**src/rtl/rv32_div_sequencer_pkg.sv**
```systemverilog
// rtl/rv32_div_sequencer_pkg.sv - shared divide-unit types, writeback source and constants
package rv32_div_sequencer_pkg;

    typedef enum logic [1:0] {
        DIV_OP_DIV  = 2'd0,
        DIV_OP_DIVU = 2'd1,
        DIV_OP_REM  = 2'd2,
        DIV_OP_REMU = 2'd3
    } div_op_t;

    typedef enum logic [1:0] {
        DIV_IDLE,
        DIV_BUSY,
        DIV_DONE
    } div_state_t;

    typedef enum logic [1:0] {
        WB_ALU,
        WB_MEM,
        WB_PC4,
        WB_DIV
    } wb_src_t;

    // Decoded-instruction fields that steer an instruction into the divider
    typedef struct packed {
        logic    use_div;
        div_op_t div_op;
        wb_src_t wb_src;
    } div_decode_t;

    localparam logic [31:0] DIV_ZERO_Q = 32'hFFFF_FFFF;
    localparam logic [31:0] DIV_OVF_Q  = 32'h8000_0000;

    function automatic logic op_is_signed(div_op_t op);
        return (op == DIV_OP_DIV) || (op == DIV_OP_REM);
    endfunction

    function automatic logic op_is_rem(div_op_t op);
        return (op == DIV_OP_REM) || (op == DIV_OP_REMU);
    endfunction

    function automatic logic [31:0] abs32(logic [31:0] v);
        return v[31] ? -v : v;
    endfunction

endpackage

```
**src/rtl/rv32_div_sequencer_if.sv**
```systemverilog
// rtl/rv32_div_sequencer_if.sv - exec-stage to divide-unit handshake bundle
interface rv32_div_sequencer_if;
    import rv32_div_sequencer_pkg::*;

    logic        start;
    div_op_t     op;
    logic [31:0] op1;
    logic [31:0] op2;
    logic        flush;
    logic        stall;
    logic        result_valid;
    logic [31:0] result;

    modport master (
        output start, op, op1, op2, flush,
        input  stall, result_valid, result
    );

    modport slave (
        input  start, op, op1, op2, flush,
        output stall, result_valid, result
    );
endinterface

```
**src/rtl/rv32_div_step.sv**
```systemverilog
// rtl/rv32_div_step.sv - one combinational restoring-division step on {remainder, quotient}
module rv32_div_step (
    input  logic [31:0] rem_i,
    input  logic [31:0] quo_i,
    input  logic [31:0] divisor,
    output logic [31:0] rem_o,
    output logic [31:0] quo_o
);
    logic [32:0] shifted;
    logic        fits;

    // Remainder stays below the divisor, so the shifted trial value needs only 33 bits
    assign shifted = {rem_i, quo_i[31]};
    assign fits    = shifted >= {1'b0, divisor};
    assign rem_o   = fits ? 32'(shifted - {1'b0, divisor}) : shifted[31:0];
    assign quo_o   = {quo_i[30:0], fits};
endmodule

```
**src/rtl/rv32_div_sequencer.sv**
```systemverilog
// rtl/rv32_div_sequencer.sv - iterative RV32M DIV/DIVU/REM/REMU unit with exec-stage stall control
module rv32_div_sequencer
    import rv32_div_sequencer_pkg::*;
#(
    parameter int BITS_PER_CYCLE = 1
) (
    input  logic                 clk,
    input  logic                 resetn,
    rv32_div_sequencer_if.slave  bus
);
    localparam int          ITERS = 32 / BITS_PER_CYCLE;
    localparam logic [4:0]  LAST  = 5'(ITERS - 1);

    div_state_t  state, state_next;
    logic [4:0]  count;
    div_op_t     op_q;
    logic        neg_q, neg_r;
    logic [31:0] rem_q, quo_q, dsr_q, result_q;

    logic        accept, special;
    logic [31:0] special_res, final_q, final_r, final_res;
    logic [31:0] rem_c [0:BITS_PER_CYCLE];
    logic [31:0] quo_c [0:BITS_PER_CYCLE];

    assign accept  = bus.start && !bus.flush;
    assign special = (bus.op2 == 32'd0) ||
                     (op_is_signed(bus.op) && bus.op1 == DIV_OVF_Q && bus.op2 == 32'hFFFF_FFFF);

    always_comb begin
        special_res = 32'd0;
        if (bus.op2 == 32'd0) special_res = op_is_rem(bus.op) ? bus.op1 : DIV_ZERO_Q;
        else                  special_res = op_is_rem(bus.op) ? 32'd0   : DIV_OVF_Q;
    end

    assign rem_c[0] = rem_q;
    assign quo_c[0] = quo_q;
    for (genvar g = 0; g < BITS_PER_CYCLE; g++) begin : g_step
        rv32_div_step u_step (
            .rem_i   (rem_c[g]),
            .quo_i   (quo_c[g]),
            .divisor (dsr_q),
            .rem_o   (rem_c[g+1]),
            .quo_o   (quo_c[g+1])
        );
    end

    assign final_q   = neg_q ? -quo_c[BITS_PER_CYCLE] : quo_c[BITS_PER_CYCLE];
    assign final_r   = neg_r ? -rem_c[BITS_PER_CYCLE] : rem_c[BITS_PER_CYCLE];
    assign final_res = op_is_rem(op_q) ? final_r : final_q;

    always_ff @(posedge clk or negedge resetn) begin
        if (!resetn) state <= DIV_IDLE;
        else         state <= state_next;
    end

    always_comb begin
        state_next = state;
        case (state)
            DIV_IDLE: if (accept) state_next = special ? DIV_DONE : DIV_BUSY;
            DIV_BUSY: begin
                if (bus.flush)          state_next = DIV_IDLE;
                else if (count == LAST) state_next = DIV_DONE;
            end
            DIV_DONE: state_next = DIV_IDLE;
            default:  state_next = DIV_IDLE;
        endcase
    end

    always_ff @(posedge clk or negedge resetn) begin
        if (!resetn) begin
            count    <= 5'd0;
            op_q     <= DIV_OP_DIV;
            neg_q    <= 1'b0;
            neg_r    <= 1'b0;
            rem_q    <= 32'd0;
            quo_q    <= 32'd0;
            dsr_q    <= 32'd0;
            result_q <= 32'd0;
        end else begin
            case (state)
                DIV_IDLE: if (accept) begin
                    op_q  <= bus.op;
                    neg_q <= op_is_signed(bus.op) && (bus.op1[31] ^ bus.op2[31]);
                    neg_r <= op_is_signed(bus.op) && bus.op1[31];
                    rem_q <= 32'd0;
                    quo_q <= op_is_signed(bus.op) ? abs32(bus.op1) : bus.op1;
                    dsr_q <= op_is_signed(bus.op) ? abs32(bus.op2) : bus.op2;
                    count <= 5'd0;
                    if (special) result_q <= special_res;
                end
                DIV_BUSY: begin
                    rem_q <= rem_c[BITS_PER_CYCLE];
                    quo_q <= quo_c[BITS_PER_CYCLE];
                    count <= count + 5'd1;
                    if (count == LAST && !bus.flush) result_q <= final_res;
                end
                default: ;
            endcase
        end
    end

    // DONE drops stall so the exec buffer captures the result this cycle
    assign bus.stall        = (state == DIV_IDLE && accept) || (state == DIV_BUSY);
    assign bus.result_valid = (state == DIV_DONE);
    assign bus.result       = result_q;
endmodule

```
**src/flat_wrapper.sv**
```systemverilog
// flat-port wrapper written by rule: the top's interface ports become plain ports
module rv32_div_sequencer_flat import rv32_div_sequencer_pkg::*;
#(
    parameter int BITS_PER_CYCLE = 1
)
  (clk, resetn, bus_start, bus_op, bus_op1, bus_op2, bus_flush, bus_stall, bus_result_valid, bus_result);
  rv32_div_sequencer_if bus_i ();
  input  logic clk;
  input  logic resetn;
  input wire logic [$bits(bus_i.start)-1:0] bus_start;
  input wire logic [$bits(bus_i.op)-1:0] bus_op;
  input wire logic [$bits(bus_i.op1)-1:0] bus_op1;
  input wire logic [$bits(bus_i.op2)-1:0] bus_op2;
  input wire logic [$bits(bus_i.flush)-1:0] bus_flush;
  output wire logic [$bits(bus_i.stall)-1:0] bus_stall;
  output wire logic [$bits(bus_i.result_valid)-1:0] bus_result_valid;
  output wire logic [$bits(bus_i.result)-1:0] bus_result;
  assign bus_i.start = bus_start;
  assign bus_i.op = bus_op;
  assign bus_i.op1 = bus_op1;
  assign bus_i.op2 = bus_op2;
  assign bus_i.flush = bus_flush;
  assign bus_stall = bus_i.stall;
  assign bus_result_valid = bus_i.result_valid;
  assign bus_result = bus_i.result;
  rv32_div_sequencer #(.BITS_PER_CYCLE(BITS_PER_CYCLE)) u_core (.clk(clk), .resetn(resetn), .bus(bus_i));
endmodule
```
**config.mk**
```make
export PLATFORM = sky130hd
export DESIGN_NAME = rv32_div_sequencer_flat
export DESIGN_NICKNAME = d
export VERILOG_FILES = /design/src/rtl/rv32_div_sequencer_pkg.sv /design/src/rtl/rv32_div_sequencer_if.sv /design/src/rtl/rv32_div_step.sv /design/src/rtl/rv32_div_sequencer.sv /design/src/flat_wrapper.sv
export SDC_FILE = /design/constraint.sdc
export NUM_CORES = 1
export LEC_CHECK = 0
export CAP_MARGIN = 20
export CORE_ASPECT_RATIO = 0.7
export CORE_MARGIN = 4
export CORE_UTILIZATION = 59
export CTS_BUF_LIST = sky130_fd_sc_hd__clkbuf_4 sky130_fd_sc_hd__clkbuf_8 sky130_fd_sc_hd__clkbuf_16
export CTS_CLUSTER_SIZE = 10
export DETAILED_ROUTE_END_ITERATION = 6
export PLACE_DENSITY = 0.82
export SETUP_SLACK_MARGIN = 0.2
export SYNTH_ARGS = -nofsm -noshare
export SYNTH_HDL_FRONTEND = slang
export SYNTH_SLANG_ARGS = --single-unit
```
**constraint.sdc**
```tcl
create_clock -name clk -period 4.9 [get_ports clk]
set_clock_uncertainty 0.15 [all_clocks]
set_input_delay 0.49 -clock clk [delete_from_list [all_inputs] [get_ports clk]]
set_output_delay 0.49 -clock clk [all_outputs]
set_load 0.01 [all_outputs]
```
* After elaboration in Yosys (flattened, before gate mapping) *
Index checks and enable logic that the tools add are counted.

word-level totals
  word-level logic and storage cells = 77
  input port bits = 70
  register bits after elaboration = 139

cells by class
  reductions and logical operators = 21
  add/subtract/negate cells = 6
  bitwise logic cells = 1
  multiplexer cells = 26
  equal/unequal tests = 13
  magnitude comparators = 1

operator list
  operator                                               count
  2-to-1 mux 32 bit                                      16
  one-hot mux 32 bit (2 select lines)                    3
  negation 32 bit                                        4
  == test 32 bit, second input constant                  2
  >= comparator 33 x 32 -> 1 bit                         1
  logical NOT 32 bit                                     1
  subtractor 32 bit                                      1
  == test 2 bit, second input constant                   5
  one-hot mux 5 bit (2 select lines)                     1
  2-to-1 mux 2 bit                                       4
  logical AND 1 bit                                      7
  inequality test 2 x 1 -> 1 bit, second input constant  3
  AND reduction 2 bit                                    3
  adder 5 x 1 -> 5 bit, second input constant            1
  == test 5 bit, second input constant                   1
  logical OR 1 bit                                       5
  2-to-1 mux 5 bit                                       1
  logical NOT 2 bit                                      2
  one-hot mux 2 bit (2 select lines)                     1
  AND reduction 4 bit                                    1
  inequality test 3 x 2 -> 1 bit, second input constant  1
  == test 2 x 1 -> 1 bit, second input constant          1
  nonzero test 2 bit                                     1
  logical NOT 1 bit                                      1
  bitwise XOR 1 bit                                      1

* Logic depth before layout (Yosys ltp) *
Gate-level depths: netlist (run 1).

  depth after elaboration = 8
  gate-level depth with buffers = 21
  gate-level depth less buffers = 17

* Cells and area by module *
A second synthesis (run 1) with hierarchy kept.

unflattened totals
  cells, all modules = 1,413
  area total of the unflattened synthesis = 11,586.1 µm²

modules (own cells, without submodules)
  module              instances  area an instance (µm²)  cells each  seq. area each (µm²)
  rv32_div_sequencer  1          9,014.9                 1,058       3,453.3
  rv32_div_step       1          2,571.2                 355         0.0

* Worst setup path after synthesis (run 1) *
Ideal clock, no wire load.

  path type = reg-to-reg
  from = register u_core.rem_q[19]
  to = register u_core.result_q[26], in the netlist u_core.bus.result[26]
  data required time = 4.631 ns
  buffers on the path = 4
  stages on the path, launching flop included = 21
  arrival time = 4.172 ns
  path slack = 0.460 ns
  clock period less this slack = 4.440 ns
  cells stage by stage = dfrtp_1 > ha_1 > buf_2 > a21oi_1 > o21ai_0 > a32o_1 > o21ai_1 > nand2_2 > inv_2 > buf_1 > clkbuf_1 > ha_1 > nand2b_1 > or3_1 > clkbuf_1 > nand2b_2 > o41ai_2 > xnor2_1 > a221oi_2 > o21ai_1 > o21a_1

on the way
  longest elaborated chain between the ends = 7
  elaborated cells between the ends (all ways) = 10

ends and longest elaborated chain
  item                                                                        line                                      source
  start, declared                                                             rv32_div_sequencer.sv:18                  logic [31:0] rem_q, quo_q, dsr_q, result_q;
  start signal, assigned                                                      rv32_div_sequencer.sv:92                  rem_q <= rem_c[BITS_PER_CYCLE];
  subtractor 32 bit / >= comparator 33 x 32 -> 1 bit (equally long branches)  rv32_div_step.sv:15, rv32_div_step.sv:14
  2-to-1 mux 32 bit                                                           rv32_div_step.sv:15                       assign rem_o = fits ? 32'(shifted - {1'b0, divisor}) : shifted[31:0];
  negation 32 bit                                                             rv32_div_sequencer.sv:48                  assign final_r = neg_r ? -rem_c[BITS_PER_CYCLE] : rem_c[BITS_PER_CYCLE];
  2-to-1 mux 32 bit                                                           rv32_div_sequencer.sv:48
  2-to-1 mux 32 bit (*)                                                       rv32_div_sequencer.sv:49                  assign final_res = op_is_rem(op_q) ? final_r : final_q;
  2-to-1 mux 32 bit (*)                                                       rv32_div_sequencer.sv:95                  if (count == LAST && !bus.flush) result_q <= final_res;
  one-hot mux 32 bit (2 select lines) (*)                                     rv32_div_sequencer.sv:80                  case (state)
  end signal, assigned                                                        rv32_div_sequencer.sv:89                  if (special) result_q <= special_res;
  end signal, assigned                                                        rv32_div_sequencer.sv:95
  end, declared                                                               rv32_div_sequencer.sv:18

Mark *: on every way between the ends. The rest lies on a longest branch, timed or not. The select of a mux whose other input is x is not followed.
A chain may end at the register's enable or synchronous reset.

* Worst setup path in the final report (run 1) *
  from = register u_core.rem_q[4]
  to = register u_core.result_q[31], in the netlist u_core.bus.result[31]

The elaborated chain is that of the path after synthesis.

==> results of run 1 <==
[flip-flops by register name, summed over array words and instances (netlist names), 2 cells and up]
signal,cells
u_core.count,5
u_core.quo_q,32
u_core.rem_q,32
u_core.bus.result,32
u_core.state,2
u_core.dsr_q,32
[cells in the mapped netlist (6+ instances only)]
cell type | number | share of area (%)
dfrtp_1 | 138 | 30
inv_1 | 60 | 2.0
o21ai_0 | 201 | 8.9
nand2_1 | 160 | 5.3
nor2_1 | 99 | 3.3
buf_2 | 25 | 1.1
ha_1 | 39 | 4.3
o31ai_1 | 26 | 1.7
xnor2_1 | 83 | 6.4
a21oi_1 | 90 | 4.0
a21o_1 | 9 | 0.60
o41ai_1 | 10 | 0.77
nand4_1 | 29 | 1.6
o21ai_1 | 8 | 0.35
o21a_1 | 10 | 0.66
xor2_1 | 61 | 4.7
nand3_1 | 22 | 0.97
or4_1 | 10 | 0.66
or3_1 | 12 | 0.66
nand2b_1 | 15 | 0.83
and3_1 | 10 | 0.55
a22oi_1 | 33 | 2.2
a31oi_1 | 14 | 0.77
o211ai_1 | 15 | 0.99
nor3_1 | 32 | 1.4
nor2b_1 | 10 | 0.55
a211oi_1 | 8 | 0.53
clkbuf_1 | 60 | 2.0
nand3b_1 | 7 | 0.46
mux2i_1 | 23 | 2.0
o22ai_1 | 6 | 0.33
nor4_1 | 10 | 0.55
and2_1 | 11 | 0.61
[cells by family (layout without fill, tap and decap cells)]
family / Yosys count / after routing / synth area share, %
mux: 27 / 27 / 2.431
buf+inv: 153 / 233 / 5.392
flops: 138 / 138 / 30.49
xor+xnor: 144 / 144 / 11.14
simple gates: 452 / 452 / 19.43
compound gates: 488 / 488 / 26.63
fa+ha+maj: 40 / 40 / 4.486
[metrics by stage]
| stage | cells | power, uW | util, % | instance area, um^2 | worst slack [ns] |
|---|---|---|---|---|---|
| 5_1_grt | 1764 | 9663 | 70.57 | 13310 | 0.1360 |
| 4_1_cts | 1760 | 8781 | 69.86 | 13180 | 0.2793 |
| 3_3_place_gp | 1728 | 7238 | 66.49 | 12540 | 0.4236 |
| 3_5_place_dp | 1728 | 7308 | 66.49 | 12540 | 0.2505 |
| 6_report | 1764 | 9104 | 70.57 | 13310 | 0.3429 |
| 2_1_floorplan | 1442 | 5622 | - | 11320 | 0.4596 |
[final cells by class]
class | count | area share, %
multi-input combinational | 1151 | 55.15
tap | 242 | 2.274
clock inverter | 13 | 1.428
sequential | 138 | 25.94
timing repair buffer | 139 | 10.10
inverter | 62 | 1.748
clock buffer | 19 | 3.355
[where the power goes]
part	internal [uW]	switching, uW	total, uW	leakage (uW)
combinational	2240	3520	5760	0.00330
sequential	1490	434	1920	0.00179
clock	877	545	1420	0.000312
[worst reg2reg max path, cell delays in order, from the launching register on]
cell	delay, ns
dfrtp_1	0.45
ha_1	0.48
nand4_1	0.31
buf_4	0.24
a2111oi_2	0.37
buf_4	0.19
nor2_1	0.10
xnor2_1	0.24
nor4_2	0.35
o221a_2	0.30
nand4_1	0.24
o41ai_2	0.44
xnor2_1	0.16
nand2_1	0.07
a221o_1	0.34
[timing repair]
action                     in CTS  in global routing
setup buffers                   0                  1
setup endpoints to repair       0                 14
hold buffers                    0                  1
hold endpoints to repair        0                 14
gates resized for setup         0                 16
[layer usage]
layer | track usage, % | wire length (um) | up-vias | part of all wire [%]
met5 | 1.157 | 42 | - | 0.11
met4 | 8.502 | 821 | 4 | 2.1
met3 | 14.75 | 5879 | 94 | 15
met2 | 50.18 | 15800 | 823 | 40
met1 | 53.69 | 17430 | 5617 | 44
li1 | - | - | 5363 | -
[how the worst min path moves through the flow]
| stage | endpoint | slack, ns | depth (start not counted) |
|---|---|---|---|
| detailed placement | u_core.bus.result[5] | 0.32 | 2 |
| finish | u_core.dsr_q[21] | 0.30 | 2 |
| CTS | u_core.dsr_q[22] | 0.1 | 1 |
| global placement | u_core.bus.result[1] | 0.31 | 2 |
| global route | u_core.dsr_q[15] | 0.31 | 2 |
| floorplan | u_core.bus.result[0] | 0.04 | 0 |
[cell usage in the layout, fill, tap and decap left out, types with 8 or more instances in the layout]
cell type | synthesis | final
clkdlybuf4s50_1 | 0 | 102
and2_1 | 11 | 11
o21ai_0 | 201 | 199
clkbuf_16 | 0 | 17
dfrtp_1 | 138 | 138
buf_4 | 1 | 33
a22oi_1 | 33 | 33
a31oi_1 | 14 | 14
or4_1 | 10 | 10
ha_1 | 39 | 37
nand2b_1 | 15 | 15
nor2b_1 | 10 | 9
nor4_1 | 10 | 9
nor2_1 | 99 | 98
o21ai_1 | 8 | 8
o211ai_1 | 15 | 15
or3_1 | 12 | 11
inv_1 | 60 | 60
o31ai_1 | 26 | 26
nand2_1 | 160 | 160
a21o_1 | 9 | 9
xor2_1 | 61 | 61
a21oi_1 | 90 | 88
xnor2_1 | 83 | 83
o21a_1 | 10 | 10
nor3_1 | 32 | 32
nand4_1 | 29 | 29
o41ai_1 | 10 | 9
mux2i_1 | 23 | 22
and3_1 | 10 | 10
nand3_1 | 22 | 22
a211oi_1 | 8 | 8
==> impl_metrics.env, run 1 <==
export IMPL_grt_pass1_wl_um=61460
export IMPL_die_h_um=123.9
export IMPL_wl_um=39970
export IMPL_regToRegStartpoint="u_core.rem_q[4]"
export IMPL_yosys_cell_types_count=81
export IMPL_min_period_ns=4.557
export IMPL_crit_fanout=8
export IMPL_drt_pass1_iterations=5
export IMPL_p_per_area_nw_per_um2=683.8
export IMPL_synth_edff_count=0
export IMPL_cap_violations=0
export IMPL_slew_viol_final=0
export IMPL_area_delta_synth_final_pct=17.57
export IMPL_finalCritPeriodShare_pct=93.00
export IMPL_drc=0
export IMPL_worst_setup_path_start_kind="register"
export IMPL_r2r_worst_path_cells=14
export IMPL_maxSlewHeadroom_pct=25.66
export IMPL_critPathTopFamily="compound AO/OA/AOI/OAI gates"
export IMPL_cts_made_buffers=17
export IMPL_grt_antenna_before_repair=1
export IMPL_hold_viol=0
export IMPL_setup_tns_ns=0
export IMPL_r2r_end="u_core.bus.result[31]"
export IMPL_synthFlopType="dfrtp_1"
export IMPL_criticalPathCategory="reg2reg"
export IMPL_start_util_pct=60.03
export IMPL_fmax_ghz=0.2194
export IMPL_drive_gt1_share_pct=7.162
export IMPL_final_nets=1619
export IMPL_synthCells=1442
export IMPL_viasPerCell=6.747
export IMPL_clk_latency_ns=0.43
export IMPL_area_sequential_um2=3453
export IMPL_crit_arrival_ns=4.72
export IMPL_cts_sinks=138
export IMPL_htree_levels=4
export IMPL_hp_class="in2async"
export IMPL_startpoint="u_core.rem_q[4]"
export IMPL_dpl_hpwl_um=29580
export IMPL_path_cells="ha_1 > nand4_1 > buf_4 > a2111oi_2 > buf_4 > nor2_1 > xnor2_1 > nor4_2 > o221a_2 > nand4_1 > o41ai_2 > xnor2_1 > nand2_1 > a221o_1"
export IMPL_synth_area_um2=11320
export IMPL_crit_path_top_delay_cell="ha_1"
export IMPL_grt_pass1_vias=10775
export IMPL_holdWs_ns=0.2992
export IMPL_cp_slowest_stage_delay_ns=0.48
export IMPL_setup_worst_path_end="u_core.bus.result[31]"
export IMPL_outcome="completed"
export IMPL_ff2ff_setup_slack_ns=0.34
export IMPL_clkSlewWorstSetupHoldPaths_ns=0.06
export IMPL_cts_buffer_depth=2
export IMPL_die_w_um=173.6
export IMPL_drtIter0Drc=1894
export IMPL_die_area_um2=21510
export IMPL_critical_path_depth=14
export IMPL_gp_congestion=1.044
export IMPL_grt_overflow=0
export IMPL_setup_violations=0
export IMPL_grt_use_total_pct=36.59
export IMPL_ys_ff_latch=138
export IMPL_boundaryPins=104
export IMPL_synth_fp_nets=1552
export IMPL_nFillCells=1508
export IMPL_endpoint_kind="register"
export IMPL_power_leakage_uw=0.005394
export IMPL_multi_input_area_um2=7343
export IMPL_ys_seq_area_share_pct=30.49
export IMPL_fp_row_count=42
export IMPL_path_buf_inv=2
export IMPL_cts_tree="done"
export IMPL_io_buffers=103
export IMPL_insertedDiodeCount=0
export IMPL_tightest_slew_ns=1.115
export IMPL_coreArea_um2=18870
export IMPL_cts_root_buffer="clkbuf_16"
export IMPL_postRouteAntennaNets=0
export IMPL_synth_area_per_cell_um2=7.853
export IMPL_ir_worst_vdd_mv=0.3932
export IMPL_wl_per_cell_um=22.66
export IMPL_grt_max_degree=108
export IMPL_yosys_warnings=0
export IMPL_rsz0062_at_grt="false"
export IMPL_async_reset_ff_share_pct=100.0
export IMPL_crit_required_ns=5.06
export IMPL_vias=11901
Power figures use the tool's default switching activity.
==> run 2: changes to the inputs <==
CORE_UTILIZATION = 64   (was 59)
DONT_BUFFER_PORTS = 1   (was unset)
PLACE_DENSITY = 0.8   (was 0.82)
==> run 2 against run 1 <==
  * Flip-flop and latch count stayed put
  * Hold slack worse by 0.25 ns
  * Non-clock buffer count is 113 lower
  * Fmax is 0.43% lower
  * Highest routed layer unchanged
  * Via count shrank 5.4%
  * Largest cell class unchanged
  * First-iteration DRC count fell by 11%
  * Sequential share of layout area rose by 2.6 points
  * Largest power group unchanged
  * Register-to-register slack got worse by 0.02 ns
  * Global-route usage up 0.81 points
  * Combinational power down 7.1%
  * Cell count fell by 7.0%
  * Sequential power increased by 4%
==> impl_metrics.env, run 2 (synthesized netlist as in run 1, its figures left out) <==
export IMPL_ir_worst_vdd_mv=0.3659
export IMPL_cts_sinks=138
export IMPL_grt_overflow=0
export IMPL_cts_tree="done"
export IMPL_final_nets=1506
export IMPL_fin_util_pct=70.06
export IMPL_power_share_sequential_pct=23.1
export IMPL_grt_pass1_vias=10296
export IMPL_grt_max_degree=139
export IMPL_crit_path_top_delay_cell="nor2b_1"
export IMPL_tightest_slew_ns=1.059
export IMPL_drt_pass1_iterations=6
export IMPL_final_common_cell="o21ai_0"
export IMPL_gp_congestion=1.027
export IMPL_fp_row_count=40
export IMPL_setup_tns_ns=0
export IMPL_wl_um=37720
export IMPL_clkSlewWorstSetupHoldPaths_ns=0.07
export IMPL_grt_antenna_before_repair=1
export IMPL_maxSlewHeadroom_pct=29.42
export IMPL_cp_slowest_stage_delay_ns=0.43
export IMPL_power_internal_uw=4189
export IMPL_wl_per_cell_um=23.00
export IMPL_endpoint_kind="register"
export IMPL_holdWs_ns=0.04941
export IMPL_fmax_ghz=0.2185
export IMPL_p_comb_share_pct=62.2
export IMPL_crit_arrival_ns=4.73
export IMPL_power_leakage_uw=0.004907
export IMPL_die_w_um=167.0
export IMPL_p_sw_share_pct=51.30
export IMPL_critPathTopFamily="compound AO/OA/AOI/OAI gates"
export IMPL_cap_violations=0
export IMPL_vias=11253
export IMPL_drc=0
export IMPL_slew_viol_final=0
export IMPL_setup_ws_ns=0.3232
export IMPL_die_area_um2=19920
export IMPL_power_frac_clock_pct=14.7
export IMPL_hp_class="in2reg"
export IMPL_boundaryPins=104
export IMPL_dpl_hpwl_um=28310
export IMPL_io_buffers=0
export IMPL_clk_latency_ns=0.44
export IMPL_cts_root_buffer="clkbuf_16"
export IMPL_layout_common_cells="o21ai_0, nand2_1, dfrtp_1"
export IMPL_criticalPathCategory="reg2reg"
export IMPL_outcome="completed"
export IMPL_htree_levels=4
export IMPL_postRouteAntennaNets=0
export IMPL_rsz0062_at_grt="true"
export IMPL_drtIter0Drc=1685
export IMPL_crit_fanout=12
export IMPL_grt_use_total_pct=37.39
export IMPL_p_per_area_nw_per_um2=711.1
export IMPL_path_cells="inv_1 > ha_1 > a21o_1 > a31oi_1 > o2111ai_1 > o21ai_1 > nand2_2 > inv_2 > mux2i_1 > ha_1 > inv_1 > nor3_2 > buf_4 > nor2_1 > xor2_1 > a21oi_1 > nor2b_1 > o21ai_0"
export IMPL_coreArea_um2=17270
export IMPL_cts_buffer_depth=2
export IMPL_drive_gt1_share_pct=6.742
export IMPL_die_h_um=119.3
export IMPL_finalCritPeriodShare_pct=93.40
export IMPL_cts_made_buffers=17
export IMPL_switchingPower_uw=4413
export IMPL_setup_violations=0
export IMPL_post_place_ws_ns=0.2562
export IMPL_crit_required_ns=5.05
export IMPL_hold_viol=0
export IMPL_start_util_pct=65.59
export IMPL_area_delta_synth_final_pct=6.817
export IMPL_min_period_ns=4.577
export IMPL_path_buf_inv=4
export IMPL_viasPerCell=6.862
export IMPL_insertedDiodeCount=0
export IMPL_worst_setup_path_start_kind="register"
export IMPL_grt_pass1_wl_um=59080
run 2: power groups by stage:
stage / clock network (uW) / logic [uW] / registers [uW]
after global routing: 1320 / 5810 / 2020
after CTS: 1260 / 5070 / 1960
after floorplan: 0 / 3820 / 1800
after global placement: 0 / 4940 / 1960
final: 1260 / 5350 / 1990
after detailed placement: 0 / 5010 / 1980
run 2: layer usage:
layer | up-vias | track usage [%] | part of all wire (%)
li1 | 5123 | - | -
met1 | 5320 | 58.04 | 45
met2 | 747 | 48.96 | 39
met3 | 61 | 13.54 | 14
met4 | 2 | 7.971 | 1.7
met5 | - | 1.790 | 0.13
run 2: through the flow:
stage	area, um^2	total power (uW)	instances
after global placement	11410	6907	1602
after floorplan	11320	5622	1442
final	12100	8602	1640
after CTS	12030	8290	1638
after detailed placement	11410	6991	1602
after global routing	12100	9160	1640
run 2: path summary, 6_finish.rpt:
kind | from | to | slack, ns | cells after the start
max in group asynchronous | resetn | u_core.rem_q[5] | 3.35 | 2
hold reg to reg | u_core.dsr_q[19] | u_core.dsr_q[19] | 0.33 | 2
hold / removal | bus_op2[31] | u_core.dsr_q[31] | 0.05 | 2
setup reg to reg | u_core.dsr_q[24] | u_core.bus.result[6] | 0.32 | 18
min in group asynchronous | resetn | u_core.dsr_q[23] | 0.40 | 2
setup / recovery | u_core.dsr_q[24] | u_core.bus.result[6] | 0.32 | 18
run 2: worst register-to-register path: cells and delay by family (launching register included):
kind | cells | cell delay, ns
flip-flops | 1 | 0.38
AND/OR/NAND/NOR | 4 | 0.95
XOR/XNOR | 1 | 0.18
adder cells (fa/ha/maj) | 2 | 0.59
buffers and inverters | 4 | 0.67
AO/OA/AOI/OAI | 6 | 1.20
multiplexers | 1 | 0.32
run 2: cell type report:
cell class	count	area, um^2
Tap cell	231	289.0
Sequential cell	138	3453
Clock buffer	17	425.4
Timing Repair Buffer	26	226.5
Clock inverter	15	131.4
Fill cell	1486	5170
Multi-Input combinational cell	1151	7338
Inverter	62	232.7
run 2: timing repair:
item / in CTS / in global routing
setup buffers: 0 / 2
setup endpoints to repair: 0 / 13
hold buffers: 4 / 0
endpoints found under the hold margin: 140 / 0
resized for setup: 0 / 15
==> edit (config.mk and constraints of run 1) <==
The package constant `DIV_OVF_Q` goes from 32'h8000_0000 to 32'h60000000.
--- a/src/rtl/rv32_div_sequencer_pkg.sv
+++ b/src/rtl/rv32_div_sequencer_pkg.sv
@@ -30,5 +30,5 @@
 
     localparam logic [31:0] DIV_ZERO_Q = 32'hFFFF_FFFF;
-    localparam logic [31:0] DIV_OVF_Q  = 32'h8000_0000;
+    localparam logic [31:0] DIV_OVF_Q  = 32'h60000000;
 
     function automatic logic op_is_signed(div_op_t op);
Check against the original RTL: not equivalent (Yosys sat finds a counterexample within 4 cycles, from zero or initial values and one cycle with resetn low).
==> edit against run 1 <==
Final cell count rose by 4.8%. Wire length about the same. Power rose by 6.2%. Sequential cell count did not move. Sequential share of layout area down 1.3 points. Setup slack worse by 0.22 ns. Final area increased by 5.2%. Area after synthesis grew 0.48%. Largest power group unchanged.
==> edit: results (changes against run 1) <==
[synth]
synth_area_leaders=dfrtp_1 30%, o21ai_0 8.4%, nand2_1 5.6%, xnor2_1 5.5%, xor2_1 4.5%
synth_cell_types=74  ; -8.6%
async_flop_share_pct=100  ; unchanged
synth_nets=1574  ; +1.4%
ys_warn_count=0  ; unchanged
ys_seq_area_share_pct=30.3  ; -0.14 points
synth-main-ff-cell=dfrtp_1
syn_inst=1464  ; +1.5%
synth_commonest_cells=190 x o21ai_0, 169 x nand2_1, 138 x dfrtp_1

[power_and_ir_drop]
p_leak_nw=5.73  ; +6.1%
p_int_mw=4.74  ; +2.8%
peakVddDrop_mv=0.369  ; -6.3%

[grt]
grt_max_degree=104  ; -3.7%
grt_pass1_wl_um=61500  ; +0.11%
grt.total_usage_pct=36.1  ; -0.52 points
grt_pass1_vias=11100  ; +3.3%
antenna_found_initial=1  ; unchanged

[cts]
cts_buffer_depth=2  ; unchanged
cts-root-buf=clkbuf_16
numCtsBuffers=17  ; unchanged
clkTransAtPathRegs_ns=0.06  ; about the same
insertion_delay_ns=0.44
h-tree-depth=4  ; unchanged

[setup_path]
arrival_ns=4.97  ; +0.25 ns
path_max_fanout=6  ; -2

[final_layout]
final_cells=1849  ; +4.8%
layout.nets=1704  ; +5.3%
fill_cells=1428  ; -5.3%
drive_gt1_share_pct=12.4  ; +5.3 points
antenna_cells=0  ; unchanged

[run_status]
outcome=complete, no violations

[placed_design]
post-place-ws_ns=0.00670  ; -0.244 ns
gp_congestion=0.993  ; -4.9%
placed_area_um2=13100  ; +4.5%
dp.final_hpwl_um=28800  ; -2.5%
io_buffer_count=103  ; unchanged

[route]
ant_nets=0  ; unchanged
first_iter_violations=1672  ; -12%
firstDrtPassIters=6  ; +1
wirelength_um=40000  ; about the same
vias=12500  ; +4.9%

[sta]
relSlewSlack_pct=30.5  ; +4.8 points

[min_path]
hold_path.class=input port to asynchronous set/reset pin

-- edit: cell count changes in the layout (fill, tap and decap cells not counted), moves of 11 or more --
cell     change
ha_1        -11
buf_4       +61
nor3_1      +13
nor4_1      +12
xnor2_1     -12
o21ai_0     -18
-- edit: timing repair --
action                     CTS  global route
resized for setup            8            42
setup endpoints to repair    6            17
setup buffers                1            11
pin swaps                    2            20
-- edit: path summary, 6_finish.rpt --
| kind | from | to | slack, ns | depth (start not counted) |
|---|---|---|---|---|
| min | resetn | u_core.dsr_q[7] | 0.02 | 1 |
| max | u_core.rem_q[24] | u_core.bus.result[28] | 0.12 | 18 |
| max in group asynchronous | resetn | u_core.rem_q[4] | 3.43 | 2 |
| min in group clk | u_core.bus.result[11] | u_core.bus.result[11] | 0.31 | 2 |
| min reg2reg | u_core.bus.result[11] | u_core.bus.result[11] | 0.31 | 2 |
| max reg2reg | u_core.rem_q[24] | u_core.bus.result[28] | 0.12 | 18 |
-- edit: final cells by class --
class,instances,area (um2),area share (%)
inverter,59,224,1.60
tap,242,303,2.16
sequential,138,3460,24.7
clock inverter,13,128,0.911
timing repair buffer,197,1740,12.4
clock buffer,19,440,3.14
multi-input combinational,1181,7720,55.1
-- edit: kinds of logic after synthesis --
logic type / count (synthesis) / synth area share [%]
fa+ha+maj: 40 / 4.46
flops: 138 / 30.3
compound gates: 478 / 26.1
mux: 28 / 2.49
simple gates: 506 / 21.7
buf+inv: 145 / 4.97
xor+xnor: 129 / 9.93
-- edit: layer usage --
layer | vias to the layer above | global-route usage, % | part of all wire, %
met1 | 5925 | 51.7 | 42
li1 | 5626 | - | -
met3 | 97 | 10.4 | 13
met2 | 834 | 53.5 | 42
met4 | 2 | 10.0 | 2.6
met5 | - | 0 | 0.020
-- edit: worst max-delay path, stage by stage, from the launching register on --
cell and delay, ns:
dfrtp_1 0.43, ha_4 0.32, nand4_1 0.23, or2_1 0.32, or3_4 0.40, a211oi_2 0.18
or3_4 0.20, inv_4 0.06, mux2i_4 0.18, ha_2 0.22, inv_2 0.04, or3_4 0.32
or3_4 0.40, nor3_4 0.23, a31oi_4 0.09, or4_4 0.45, nand4_1 0.10, o21ai_1 0.08
o31ai_1 0.25
-- edit: power groups by stage --
| stage | Sequential (mW) | Combinational, mW | Clock [mW] |
|---|---|---|---|
| finish | 1.78 | 6.60 | 1.29 |
| global route | 1.81 | 7.11 | 1.35 |
| CTS | 1.74 | 6.09 | 1.29 |
| detailed placement | 1.75 | 5.99 | 0 |
| global placement | 1.74 | 5.92 | 0 |
| floorplan | 1.67 | 4.21 | 0 |
